==> config.mk <==
export PLATFORM = sky130hd
export DESIGN_NAME = sample_strobe_gen
export DESIGN_NICKNAME = d
export VERILOG_FILES = /design/src/rtl/la_clk_pkg.sv /design/src/rtl/lock_sync2.sv /design/src/rtl/sample_strobe_gen.sv
export SDC_FILE = /design/constraint.sdc
export NUM_CORES = 1
export LEC_CHECK = 0
export ABC_AREA = 1
export ABC_CLOCK_PERIOD_IN_PS = 1500
export BUFFER_PORTS_ARGS = -buffer_cell sky130_fd_sc_hd__buf_2
export CAP_MARGIN = 25
export CORE_ASPECT_RATIO = 1.75
export CORE_MARGIN = 2
export CORE_UTILIZATION = 35
export CTS_BUF_LIST = sky130_fd_sc_hd__clkbuf_16
export DETAILED_ROUTE_END_ITERATION = 10
export PLACE_DENSITY = 0.57
export REMOVE_ABC_BUFFERS = 1
export SLEW_MARGIN = 40
export SYNTH_ARGS = -nofsm -noshare
export SYNTH_HDL_FRONTEND = slang
export SYNTH_HIERARCHICAL = 1
export SYNTH_SLANG_ARGS = --single-unit
==> constraint.sdc <==
create_clock -name clk -period 1.5 [get_ports clk]
set_clock_uncertainty 0.05 [all_clocks]
set_input_delay 0.3 -clock clk [delete_from_list [all_inputs] [get_ports clk]]
set_output_delay 0.3 -clock clk [all_outputs]
set_load 0.02 [all_outputs]
==> src/rtl/la_clk_pkg.sv <==
// Shared definitions for the PLL-lock / sample-clock logic: lock FSM states
// and default sizing for the strobe generator.
package la_clk_pkg;

    localparam int         LA_DW            = 8;
    localparam logic [7:0] LA_DEF_DECIM     = 8'd7;
    localparam int         LA_SETTLE_CYCLES = 16;

    typedef enum logic [1:0] {
        WAIT_LOCK = 2'd0,
        SETTLE    = 2'd1,
        RUN       = 2'd2
    } lock_state_t;

endpackage

==> src/rtl/lock_sync2.sv <==
// Two-flop level synchronizer with synchronous active-high reset; brings an
// asynchronous level such as a PLL lock flag into the clk domain.
module lock_sync2 (
    input  logic clk,
    input  logic rst,
    input  logic async_lvl,
    output logic sync_lvl
);

    logic sync_p0;
    logic sync_p1;

    always_ff @(posedge clk) begin
        if (rst) begin
            sync_p0 <= 1'b0;
            sync_p1 <= 1'b0;
        end else begin
            sync_p0 <= async_lvl;
            sync_p1 <= sync_p0;
        end
    end

    assign sync_lvl = sync_p1;

endmodule

==> src/rtl/sample_strobe_gen.sv <==
// Sample-enable strobe generator on the 8x PLL clock, gated by synchronized lock.
// Optional STROBE_COUNT_EN adds a 16-bit wrapping strobe counter (strb_cnt).
module sample_strobe_gen
    import la_clk_pkg::*;
#(
    parameter int            DW            = LA_DW,
    parameter logic [DW-1:0] DEF_DECIM     = DW'(LA_DEF_DECIM),
    parameter int            SETTLE_CYCLES = LA_SETTLE_CYCLES
) (
    input  logic          clk,
    input  logic          rst,
    input  logic          locked,
    input  logic [DW-1:0] cfg_decim,
    input  logic          cfg_vld,
    output logic          cfg_rdy,
    output logic          smpl_en,
    output logic          pll_ok,
    output logic [DW-1:0] cur_decim
`ifdef STROBE_COUNT_EN
    ,
    output logic [15:0]   strb_cnt
`endif
);

    localparam int            SW          = $clog2(SETTLE_CYCLES) + 1;
    localparam logic [SW-1:0] SETTLE_LAST = SW'(SETTLE_CYCLES - 1);

    function automatic logic [SW-1:0] sat_inc(input logic [SW-1:0] v);
        return (v == '1) ? v : v + 1'b1;
    endfunction

    lock_state_t   state;
    lock_state_t   state_nxt;
    logic          lock_s;
    logic [DW-1:0] dcnt;
    logic [DW-1:0] dcnt_nxt;
    logic [SW-1:0] scnt;
    logic [SW-1:0] scnt_nxt;
    logic          pend;
    logic [DW-1:0] pend_val;
    logic          reload;

    lock_sync2 u_lock_sync (
        .clk       (clk),
        .rst       (rst),
        .async_lvl (locked),
        .sync_lvl  (lock_s)
    );

    // Strobe is qualified with lock_s so it drops in the very cycle lock is lost
    assign reload  = (state == RUN) && lock_s && (dcnt == '0);
    assign smpl_en = reload;
    assign pll_ok  = (state == RUN);
    assign cfg_rdy = !pend;

    always_comb begin
        state_nxt = state;
        scnt_nxt  = scnt;
        dcnt_nxt  = dcnt;
        case (state)
            WAIT_LOCK: begin
                if (lock_s) begin
                    state_nxt = SETTLE;
                    scnt_nxt  = '0;
                end
            end
            SETTLE: begin
                if (!lock_s) begin
                    state_nxt = WAIT_LOCK;
                    scnt_nxt  = '0;
                    dcnt_nxt  = '0;
                end else if (scnt == SETTLE_LAST) begin
                    state_nxt = RUN;
                    dcnt_nxt  = '0;
                end else begin
                    scnt_nxt = sat_inc(scnt);
                end
            end
            RUN: begin
                if (!lock_s) begin
                    state_nxt = WAIT_LOCK;
                    scnt_nxt  = '0;
                    dcnt_nxt  = '0;
                end else if (dcnt == '0) begin
                    dcnt_nxt = pend ? pend_val : cur_decim;
                end else begin
                    dcnt_nxt = dcnt - 1'b1;
                end
            end
            default: state_nxt = WAIT_LOCK;
        endcase
    end

    always_ff @(posedge clk) begin
        if (rst) begin
            state <= WAIT_LOCK;
            scnt  <= '0;
            dcnt  <= '0;
        end else begin
            state <= state_nxt;
            scnt  <= scnt_nxt;
            dcnt  <= dcnt_nxt;
        end
    end

    // A new value waits for a reload while running, so a period is never cut short
    always_ff @(posedge clk) begin
        if (rst) begin
            pend      <= 1'b0;
            cur_decim <= DEF_DECIM;
        end else if (cfg_vld && !pend) begin
            pend <= 1'b1;
        end else if (pend && ((state != RUN) || reload)) begin
            pend      <= 1'b0;
            cur_decim <= pend_val;
        end
    end

    always_ff @(posedge clk) begin
        if (cfg_vld && !pend) begin
            pend_val <= cfg_decim;
        end
    end

`ifdef STROBE_COUNT_EN
    always_ff @(posedge clk) begin
        if (rst) begin
            strb_cnt <= '0;
        end else if ((state == RUN) && !lock_s) begin
            strb_cnt <= '0;
        end else if (smpl_en) begin
            strb_cnt <= strb_cnt + 16'd1;
        end
    end
`endif

endmodule

Word level (Yosys, flattened, before mapping)
Cells that the tools add are included.
- add/subtract/negate cells: 2
- eq/ne operators: 10
- muxes and demuxes: 19
- bitwise gates (word level): 1
- reductions and logical operators: 15
- operator list (kind ; number):
    $mux 8 ; 5
    $mux 5 ; 5
    $pmux 8 s2 ; 1
    $pmux 5 s3 ; 1
    $ne 3x3->1 const B ; 3
    $logic_not 8->1 ; 1
    $mux 2 ; 4
    $sub 8x1->8 const B ; 1
    $pmux 2 s3 ; 1
    $add 5x1->5 const B ; 1
    $eq 5x4->1 const B ; 1
    $eq 5x5->1 const B ; 1
    $reduce_and 5->1 ; 1
    $logic_and 1x1->1 ; 4
    $ne 2x2->1 const B ; 2
    $reduce_and 2->1 ; 2
    $reduce_bool 2->1 ; 2
    $reduce_and 3->1 ; 1
    $reduce_bool 3->1 ; 1
    $eq 2x1->1 const B ; 1
    $eq 2x2->1 const B ; 1
    $logic_not 2->1 ; 1
    $mux 1 ; 2
    $ne 2x1->1 const B ; 1
    3 further kinds ; 3
- flip-flop bits (word level): 34
- bits of input ports: 12
- word-level logic and storage cells: 55

Depth between registers and ports, before layout
Gate-level depths: netlist (run 1).
- depth in word-level cells: 7
- depth in mapped cells: 11
- gate-level depth less buffers: 11

Modules after synthesis
Netlist (run 1), hierarchy kept.
- modules (own cells, without submodules) (module ; times used ; cells each ; area an instance (um^2) ; seq. area each (um^2)):
    sample_strobe_gen ; 1 ; 234 ; 1704.1 ; 720.7
    lock_sync2 ; 1 ; 6 ; 55.1 ; 40.0

Least setup slack after synthesis (run 1)
No wires, ideal clock.
- kind: reg-to-reg
- from: register scnt[0]
- to: register scnt[2]
- library setup time: 129 ps
- arrival: 1435 ps
- data required time: 1321 ps
- path slack: -115 ps
- cell stages (with the launch flop): 9
- buffers on the path: 0
- period minus slack after synthesis: 1615 ps
- cells stage by stage: dfxtp_1 > ha_1 > inv_1 > nor3_1 > ha_1 > o21ai_0 > nand2_1 > o21ai_0 > nor2_1
- word-level cells in the longest chain between the ends: 5
- elaborated cells on any way between the ends: 10
- classes of those cells: add/sub (1); eq/ne (4); mux (4); reduce/logical (1)
- ends and longest elaborated chain (item ; line ; text):
    from (decl) ; sample_strobe_gen.sv:37 ; logic [SW-1:0] scnt;
    from (signal assigned) ; sample_strobe_gen.sv:101 ; scnt <= scnt_nxt;
    $add 5x1->5 ; sample_strobe_gen.sv:29 ; return (v == '1) ? v : v + 1'b1;
    $mux 5 ; sample_strobe_gen.sv:29 ;
    $mux 5 ; sample_strobe_gen.sv:72 ; end else if (scnt == SETTLE_LAST) begin
    $mux 5 ; sample_strobe_gen.sv:68 ; if (!lock_s) begin
    $pmux 5 s3 ; sample_strobe_gen.sv:60 ; case (state)
Several ways; a longest one is shown, not always the timed one. The select of a mux whose other input is x is not followed.
A chain may end at the register's enable or synchronous reset.

Worst setup path after layout (run 1)
- from: register dcnt[0]
- to: output port smpl_en
- word-level cells in the longest chain between the ends: 2
- ends and longest elaborated chain (item ; line ; text):
    from (decl) ; sample_strobe_gen.sv:35 ; logic [DW-1:0] dcnt;
    from (signal assigned) ; sample_strobe_gen.sv:102 ; dcnt <= dcnt_nxt;
    $logic_not 8->1 ; sample_strobe_gen.sv:51 ; assign reload = (state == RUN) && lock_s && (dcnt == '0);
    $logic_and 1x1->1 ; sample_strobe_gen.sv:51 ;
    to (decl) ; sample_strobe_gen.sv:16 ; output logic smpl_en,
No other way between the ends.

==> out/metrics.cfg, run 1 <==
[timing]
finalHoldViolCount=0
final_max_slew_viol_count=0
rsz0062_at_grt=true
fin_crit_ns=1.59
period_share_pct=106
slew_headroom_pct=79.3
tightest_slew_ns=0.307
fmax_mhz=630
final.setup.worst_slack_ns=-0.0869
setup_viol=11
finalSetupTns_ns=-0.475

[power_and_ir_drop]
max-vdd-ir-drop_v=0.000904
power.switching_w=0.00126
swShare_pct=35.5
p_comb_share_pct=39.7
power.share.clock_pct=26.8
p_seq_share_pct=33.5
power.internal_w=0.00229
power_density_nw_per_um2=1440
power.leakage_nw=1.10

[floorplan]
die_w_um=57.6
dieArea_um2=5630
io-pin-count=23
initial_core_util_pct=36.0
fp.dieH_um=97.8
rows=34
coreArea_um2=4890

[cts]
htree_levels=2
cts_hold_buf=0
insertion_delay_ns=0.28
clockBufferDepth=2
clk_pin_slew_ns=0.05
cts_tree=built
cts.sinks=34
cts-root-buf=clkbuf_16
numCtsBuffers=5

[yosys]
ys.warnings.count=6
synth-async-reset-ratio_pct=0
synth_top_flop_cell=dfxtp_1
seq_area_frac_synth_pct=43.2
syn_area_um2=1760
synth_edf_count=8
synth_common_cells=nand2_1, inv_1, dfxtp_1, nand3_1, nor2_1
synth_area_leader_cell=dfxtp_1
synthTopCellsByArea=dfxtp_1, edfxtp_1, nand2_1
synth.most_common_cell=nand2_1
synth_seq_cells=34
synth_top_area_share_pct=29.6
avgSynthCellArea_um2=7.33
syn_inst=240
synth.distinct_cells=21

[cells_and_area]
stdcell_area_um2=2470
area_delta_synth_final_pct=40.2
layout-drive-gt1-share_pct=39.0
fin_nets=311
layout.area.seq_um2=769
diodes=0
multi_input_area_um2=1030
fin_cells=346
nFillCells=476

[critical_path]
crit_arrival_ns=1.24
critPathRequiredTime_ns=1.15
path_max_fanout=2
cp-end-kind=primary output
path_buf_inv=3
crit_chain=inv_2, ha_4, nand2_4, nor2_4, nand2_4, inv_2, buf_6
critPathLaunchType=register
slowest_delay_ns=0.32
path_class=reg2out
cp_slowest_cell=dfxtp_2
critical_path.top_delay_family=flip-flops
reg2reg_slack_ns=-0.06

[placement]
place_congestion=0.875
dpl_cell_area_um2=2040
dp_cells=330
place_hpwl_um=2910
numPortBuffers=22

[drt]
drt_iter0_markers=35
vias=1674
wl_per_cell_um=11.9
wl_um=4130
vias_per_cell=4.84
drc_errors=0
first_pass_iters=4
antenna_left=0

[global_routing]
overflow=0
grt_max_degree=21
grt_pass1_vias=1615
antenna_found_initial=0
grt_pass1_wl_um=7020
grtUsageTotal_pct=15.9

[job]
drv_cap=0

[status]
violations=negative setup slack
status=finished with violations

[worst_hold_path]
min-delay-path-class=in2reg

layout by cell type, fill, tap and decap left out, drive strengths merged:
cell and count:
ha 8, dfxtp 26, edfxtp 8, or2 2
nor3 2, nor2 28, clkinv 1, a21oi 24
nand3 26, clkbuf 5, inv 34, nand2 60
o211ai 1, nand4 1, buf 50, o21ai 16
per-layer routing:
metal  part of all wire [%]  vias up  global-route usage (%)
met1                     38      761                    16.2
met5                      0        -                       0
met4                    3.5        0                    9.12
li1                       -      874                       -
met2                     56       25                    28.9
met3                    2.9       14                    3.05
power groups by stage:
stage	Sequential, W	Clock (W)	Combinational (W)
2_1_floorplan	0.00123	0	0.000594
5_1_grt	0.00121	0.00101	0.00156
6_report	0.00119	0.000953	0.00141
4_1_cts	0.00118	0.000970	0.00124
3_5_place_dp	0.00117	0	0.00104
3_3_place_gp	0.00117	0	0.00104
logic make-up (layout without fill, tap and decap cells):
| family | after synthesis | count (layout) | synth area share, % |
|---|---|---|---|
| AND/OR/NAND/NOR | 119 | 119 | 29.5 |
| adder cells (fa/ha/maj) | 8 | 8 | 5.69 |
| buffers and inverters | 38 | 90 | 9.74 |
| flip-flops | 34 | 34 | 43.2 |
| AO/OA/AOI/OAI | 41 | 41 | 11.8 |
sequential cells by signal, indices dropped and copies added (netlist names):
signal / cells
state: 2
scnt: 5
pend: 1
cur_decim: 8
pend_val: 8
dcnt: 8
u_lock_sync/sync_p0: 1
u_lock_sync/sync_lvl: 1
path summary, 6_finish.rpt:
path                       startpoint              endpoint  cells after the start
setup / recovery              dcnt[0]               smpl_en                      7
hold / removal           cfg_decim[2]           pend_val[2]                      1
setup reg to reg              scnt[1]               dcnt[4]                     10
hold reg to reg   u_lock_sync/sync_p0  u_lock_sync/sync_lvl                      2
per-stage QoR:
stage	total power (W)	setup WS [ns]	util [%]	hold WS (ns)
finish	0.00356	-0.0869	50.4	0.146
global route	0.00378	-0.158	50.4	0.143
global placement	0.00221	-0.265	41.6	0.351
CTS	0.00339	-0.0990	48.1	0.142
detailed placement	0.00221	-0.321	41.6	0.355
floorplan	0.00182	-0.115	-	0.319
final cells by class:
type	count	share of cell area [%]
clock inverters	3	0.457
clock buffers	5	5.07
well taps	54	2.74
multi-input cells	168	41.7
repair buffers	50	13.6
inverters	32	5.18
flip-flops and latches	34	31.2
what timing repair did:
action / CTS / global route
cloned: 0 / 0
pin swaps: 11 / 16
endpoints found under the setup margin: 17 / 26
gates resized for setup: 48 / 29
setup buffers: 7 / 2
No activity file was read; power rests on OpenSTA's default activity.
==> run 2: changes to the inputs <==
Settings changed: ABC_AREA 1 to unset.
==> run 2 against run 1 <==
Effect of this change: the run still ends with negative setup slack left; clock-buffer cell count unchanged; die area down 2.1%; total power down 37%; combinational power down 82%; area after synthesis down 2.3%; core utilization up 6.8 points.
==> out/metrics.cfg, run 2 <==
[floorplan]
rows=33
coreArea_um2=4710
initial_core_util_pct=36.5
dieArea_um2=5510
fp.dieH_um=96.7
die_w_um=57.0
io-pin-count=23

[drt]
vias=1688
first_pass_iters=4
drt_iter0_markers=24
drc_errors=0
wl_per_cell_um=15.3
antenna_left=0
vias_per_cell=5.29
wl_um=4880

[yosys]
synth-async-reset-ratio_pct=0
synth.distinct_cells=40
avgSynthCellArea_um2=9.29
syn_area_um2=1720
syn_inst=185
synth_top_flop_cell=dfxtp_1
synth_common_cells=dfxtp_1, o21ai_0, nand3_1
seq_area_frac_synth_pct=44.3
synth_top_area_share_pct=30.3
synthTopCellsByArea=dfxtp_1, edfxtp_1, mux2i_1
synth_area_leader_cell=dfxtp_1
synth_seq_cells=34
ys.warnings.count=6
synth_edf_count=8
synth.most_common_cell=dfxtp_1

[status]
violations=negative setup slack
status=finished with violations

[cells_and_area]
layout-drive-gt1-share_pct=48.7
reg_top3=cur_decim x8, dcnt x8, pend_val x8
final_common_cell=buf_4
layout_common_cells=buf_4, buf_2, dfxtp_1
diodes=0
fin_nets=286
area_delta_synth_final_pct=56.6

[timing]
slew_headroom_pct=76.6
setup_viol=23
rsz0062_at_grt=true
tightest_slew_ns=0.341
period_share_pct=123
timing.hold.ws_ns=0.153
final.setup.worst_slack_ns=-0.344
fmax_mhz=542
final_max_slew_viol_count=0
finalHoldViolCount=0
fin_crit_ns=1.84

[cts]
cts_tree=built
clk_pin_slew_ns=0.06
htree_levels=2
numCtsBuffers=5
cts_hold_buf=0
cts.sinks=34
clockBufferDepth=2
insertion_delay_ns=0.27
cts-root-buf=clkbuf_16

[power_and_ir_drop]
max-vdd-ir-drop_v=0.000941
p_total_w=0.00223
p_seq_share_pct=44.8
power.internal_w=0.00170
power.share.clock_pct=43.6
power.switching_w=0.000524
power.leakage_nw=1.12
swShare_pct=23.5
p_comb_share_pct=11.6
power_density_nw_per_um2=827

[global_routing]
grt_max_degree=20
overflow=0
antenna_found_initial=0
grt_pass1_vias=1696
grtUsageTotal_pct=18.1
grt_pass1_wl_um=7850

[critical_path]
crit_chain=or4_4, or4_1, o221a_1, nand2b_4
critPathLaunchType=register
cp_slowest_cell=or4_4
cp-end-kind=register
critPathRequiredTime_ns=1.61
reg2reg_to=dcnt[7]
slowest_delay_ns=0.53
reg2reg_slack_ns=-0.34
path_max_fanout=2
crit_arrival_ns=1.96
r2r-start=dcnt[4]
reg2reg_depth=4
path_class=reg2reg

[worst_hold_path]
worstHoldStart=cfg_decim[6]
holdPathStages=1
whs_endpoint=pend_val[6]
min-delay-path-class=in2reg

[job]
drv_cap=0

[placement]
numPortBuffers=22
place_congestion=0.907
place_hpwl_um=3400

-- run 2: cell count changes in the layout (fill, tap and decap cells not counted), sizes merged, moves of 4 or more --
cell   change
o21ai      +4
nor2      -19
inv       -25
a21oi     -12
buf       +30
nor2b      +5
mux2i     +11
nand2     -51
nand3     -12
-- run 2: through the flow --
stage	util (%)	std cells	worst slack (ns)	cell area, um2	setup TNS [ns]
2_1_floorplan	-	179	-0.486	1700	-5.98
3_3_place_gp	46.7	295	-0.411	2200	-7.15
3_5_place_dp	46.7	295	-0.452	2200	-7.60
4_1_cts	54.6	314	-0.348	2570	-5.28
5_1_grt	57.2	319	-0.425	2690	-6.66
6_report	57.2	319	-0.344	2690	-5.01
-- run 2: per-layer routing --
| metal | part of all wire (%) | up-vias | GRT usage, % |
|---|---|---|---|
| met2 | 55 | 39 | 32.7 |
| met1 | 37 | 784 | 18.4 |
| met4 | 5.2 | 0 | 10.9 |
| li1 | - | 847 | - |
| met5 | 0 | - | 0 |
| met3 | 2.8 | 18 | 3.07 |
-- run 2: critical path, delay by kind of cell (launching register included) --
kind,cells,cell delay (ns)
simple gates,3,1.16
flops,1,0.32
compound gates,1,0.21
-- run 2: power by group through the flow --
stage | Sequential, W | Clock, W | Combinational (W)
detailed placement | 0.00102 | 0 | 0.000216
global route | 0.00100 | 0.00103 | 0.000283
floorplan | 0.00103 | 0 | 0.0000967
finish | 0.000998 | 0.000972 | 0.000258
global placement | 0.00101 | 0 | 0.000214
CTS | 0.000997 | 0.000995 | 0.000235
-- run 2: timing repair --
item,4_1_cts,5_1_grt
setup endpoints to repair,27,27
resized for setup,43,23
pin swaps,13,15
buffers inserted,11,5
-- run 2: cell families (layout without fill, tap and decap cells) --
family	after synthesis	after routing	share of synthesized area, %
compound gates	52	52	19.2
xor+xnor	3	3	1.53
fa+ha+maj	8	8	5.82
buf+inv	16	98	3.57
flops	34	34	44.3
mux	11	11	6.40
simple gates	61	61	19.2
-- run 2: final cells by class --
| class | instances | area (um2) |
|---|---|---|
| clock buffer | 5 | 125 |
| inverter | 10 | 41.3 |
| sequential | 34 | 773 |
| timing repair buffer | 80 | 591 |
| fill | 430 | 2010 |
| tap | 52 | 65.1 |
| multi-input combinational | 135 | 1080 |
| clock inverter | 3 | 16.3 |
-- run 2: worst max-delay path by stage --
stage,to,start
2_1_floorplan,smpl_en,dcnt[0]
6_report,dcnt[7],dcnt[4]
4_1_cts,dcnt[7],dcnt[4]
3_5_place_dp,scnt[3],scnt[0]
5_1_grt,scnt[3],scnt[1]
3_3_place_gp,scnt[3],scnt[0]
==> run 3: changes to the inputs <==
Settings changed: MAX_ROUTING_LAYER set to met4.
==> run 3 against run 2 <==
Effect of this change: critical path type unchanged; critical endpoint unchanged; largest power group unchanged; via count grew 3.6%; wire length grew 8.0%; total power grew 0.71%; first-iteration DRC count grew 50%; the run still ends with negative setup slack left; clock-buffer cell count is the same; final cell count grew 1.6%; sequential share of layout area shrank 1.4 points; highest routed layer unchanged; combinational power grew 4%; global-route usage grew 1.2 points; die area is the same.
==> out/metrics.cfg, run 3 (synthesis gave the netlist of run 2 again) <==
[cts]
cts.sinks=34
htree_levels=2
numCtsBuffers=5
insertion_delay_ns=0.27
clk_pin_slew_ns=0.05
cts-root-buf=clkbuf_16
clockBufferDepth=2
cts_tree=built
cts_hold_buf=0

[critical_path]
path_buf_inv=1
reg2reg_slack_ns=-0.41
r2r-start=dcnt[3]
reg2reg_to=dcnt[7]
path_max_fanout=2
cp_slowest_cell=or4_4
critPathRequiredTime_ns=1.61
critPathLaunchType=register
critical_path.top_delay_family=simple AND/OR/NAND/NOR gates
path_class=reg2reg
crit_start=dcnt[3]
crit_arrival_ns=2.02
crit_top_cell=or4_4
slowest_delay_ns=0.52
reg2reg_depth=5
crit_chain=buf_4, or4_4, or4_4, o221a_1, nand2b_1
cp-end-kind=register

[placement]
numPortBuffers=22
dp_cells=296
place_congestion=0.914
place_hpwl_um=3350

[drt]
vias=1749
vias_per_cell=5.40
first_pass_iters=4
wl_per_cell_um=16.3
antenna_left=0
drc_errors=0
wl_um=5280
drt_iter0_markers=36

[power_and_ir_drop]
max-vdd-ir-drop_v=0.000764
power.leakage_nw=1.15
p_total_w=0.00224
power_density_nw_per_um2=795

[worst_hold_path]
holdPathStages=1
worstHoldStart=cfg_decim[7]
whs_endpoint=pend_val[7]
min-delay-path-class=in2reg

[timing]
final_max_slew_viol_count=0
final.setup.worst_slack_ns=-0.407
timing.hold.ws_ns=0.147
rsz0062_at_grt=true
period_share_pct=127
fmax_mhz=524
tightest_slew_ns=0.288
finalHoldViolCount=0
fin_crit_ns=1.91
setup_viol=25
slew_headroom_pct=80.2

[global_routing]
overflow=0
grt_pass1_vias=1773
antenna_found_initial=0
grt_pass1_wl_um=8180
grt_max_degree=20
grtUsageTotal_pct=19.2

[cells_and_area]
fin_nets=291
final_common_cell=buf_4
layout_common_cells=buf_4, buf_2, dfxtp_1
fin_cells=324
area_delta_synth_final_pct=64.1
layout-drive-gt1-share_pct=52.9
nFillCells=421
diodes=0
post-route-util_pct=59.9
reg_top3=cur_decim x8, dcnt x8, pend_val x8
multi_input_area_um2=1150
layout.area.seq_um2=771

[floorplan]
io-pin-count=23
coreArea_um2=4710
fp.dieH_um=96.7
rows=33
dieArea_um2=5510
initial_core_util_pct=36.5
die_w_um=57.0

[status]
violations=negative setup slack
status=finished with violations

[job]
drv_cap=0

run 3: timing repair:
action                                  in CTS  in global routing
setup buffers                                9                 13
gates cloned                                 0                  1
endpoints found under the setup margin      26                 27
pin swaps                                   18                 27
resized for setup                           43                 51
run 3: layout make-up:
type	count	area share, %
flip-flops and latches	34	27.3
clock buffers	5	4.43
clock inverters	3	0.576
well taps	52	2.31
inverters	10	1.46
repair buffers	85	23.1
multi-input cells	135	40.8
run 3: report_power, final:
group	internal, W	switching, W
sequential	0.000976	0.0000242
combinational	0.000128	0.000140
clock	0.000605	0.000371
total	0.00171	0.000535
run 3: worst max path at each step:
stage              end  slack [ns]  cells past startpoint
6_report       dcnt[7]       -0.41                      5
4_1_cts        dcnt[7]       -0.36                      4
5_1_grt        scnt[3]       -0.48                      7
3_3_place_gp   scnt[3]       -0.41                      7
2_1_floorplan  smpl_en       -0.49                      5
3_5_place_dp   dcnt[7]       -0.46                      7
run 3: worst register-to-register path: cells and delay by family (launching register included):
kind,cells,cell delay (ns)
AOI/OAI and AO/OA,1,0.21
DFF,1,0.32
buffers and inverters,1,0.13
and+or+nand+nor,3,1.09
run 3: per-layer routing:
layer	vias to the layer above	GRT usage, %	share of wire [%]
met2	54	32.3	55
li1	859	-	-
met5	-	-	0
met1	812	20.2	37
met3	24	3.48	3.2
met4	0	11.8	4.7
run 3: through the flow:
step                      setup slack, ns  TNS [ns]  cell area (um2)
after CTS                          -0.364     -5.12             2550
final                              -0.407     -6.27             2820
after detailed placement           -0.456     -7.28             2190
after global placement             -0.410     -6.72             2190
after floorplan                    -0.486     -5.98             1700
after global routing               -0.479     -8.15             2820
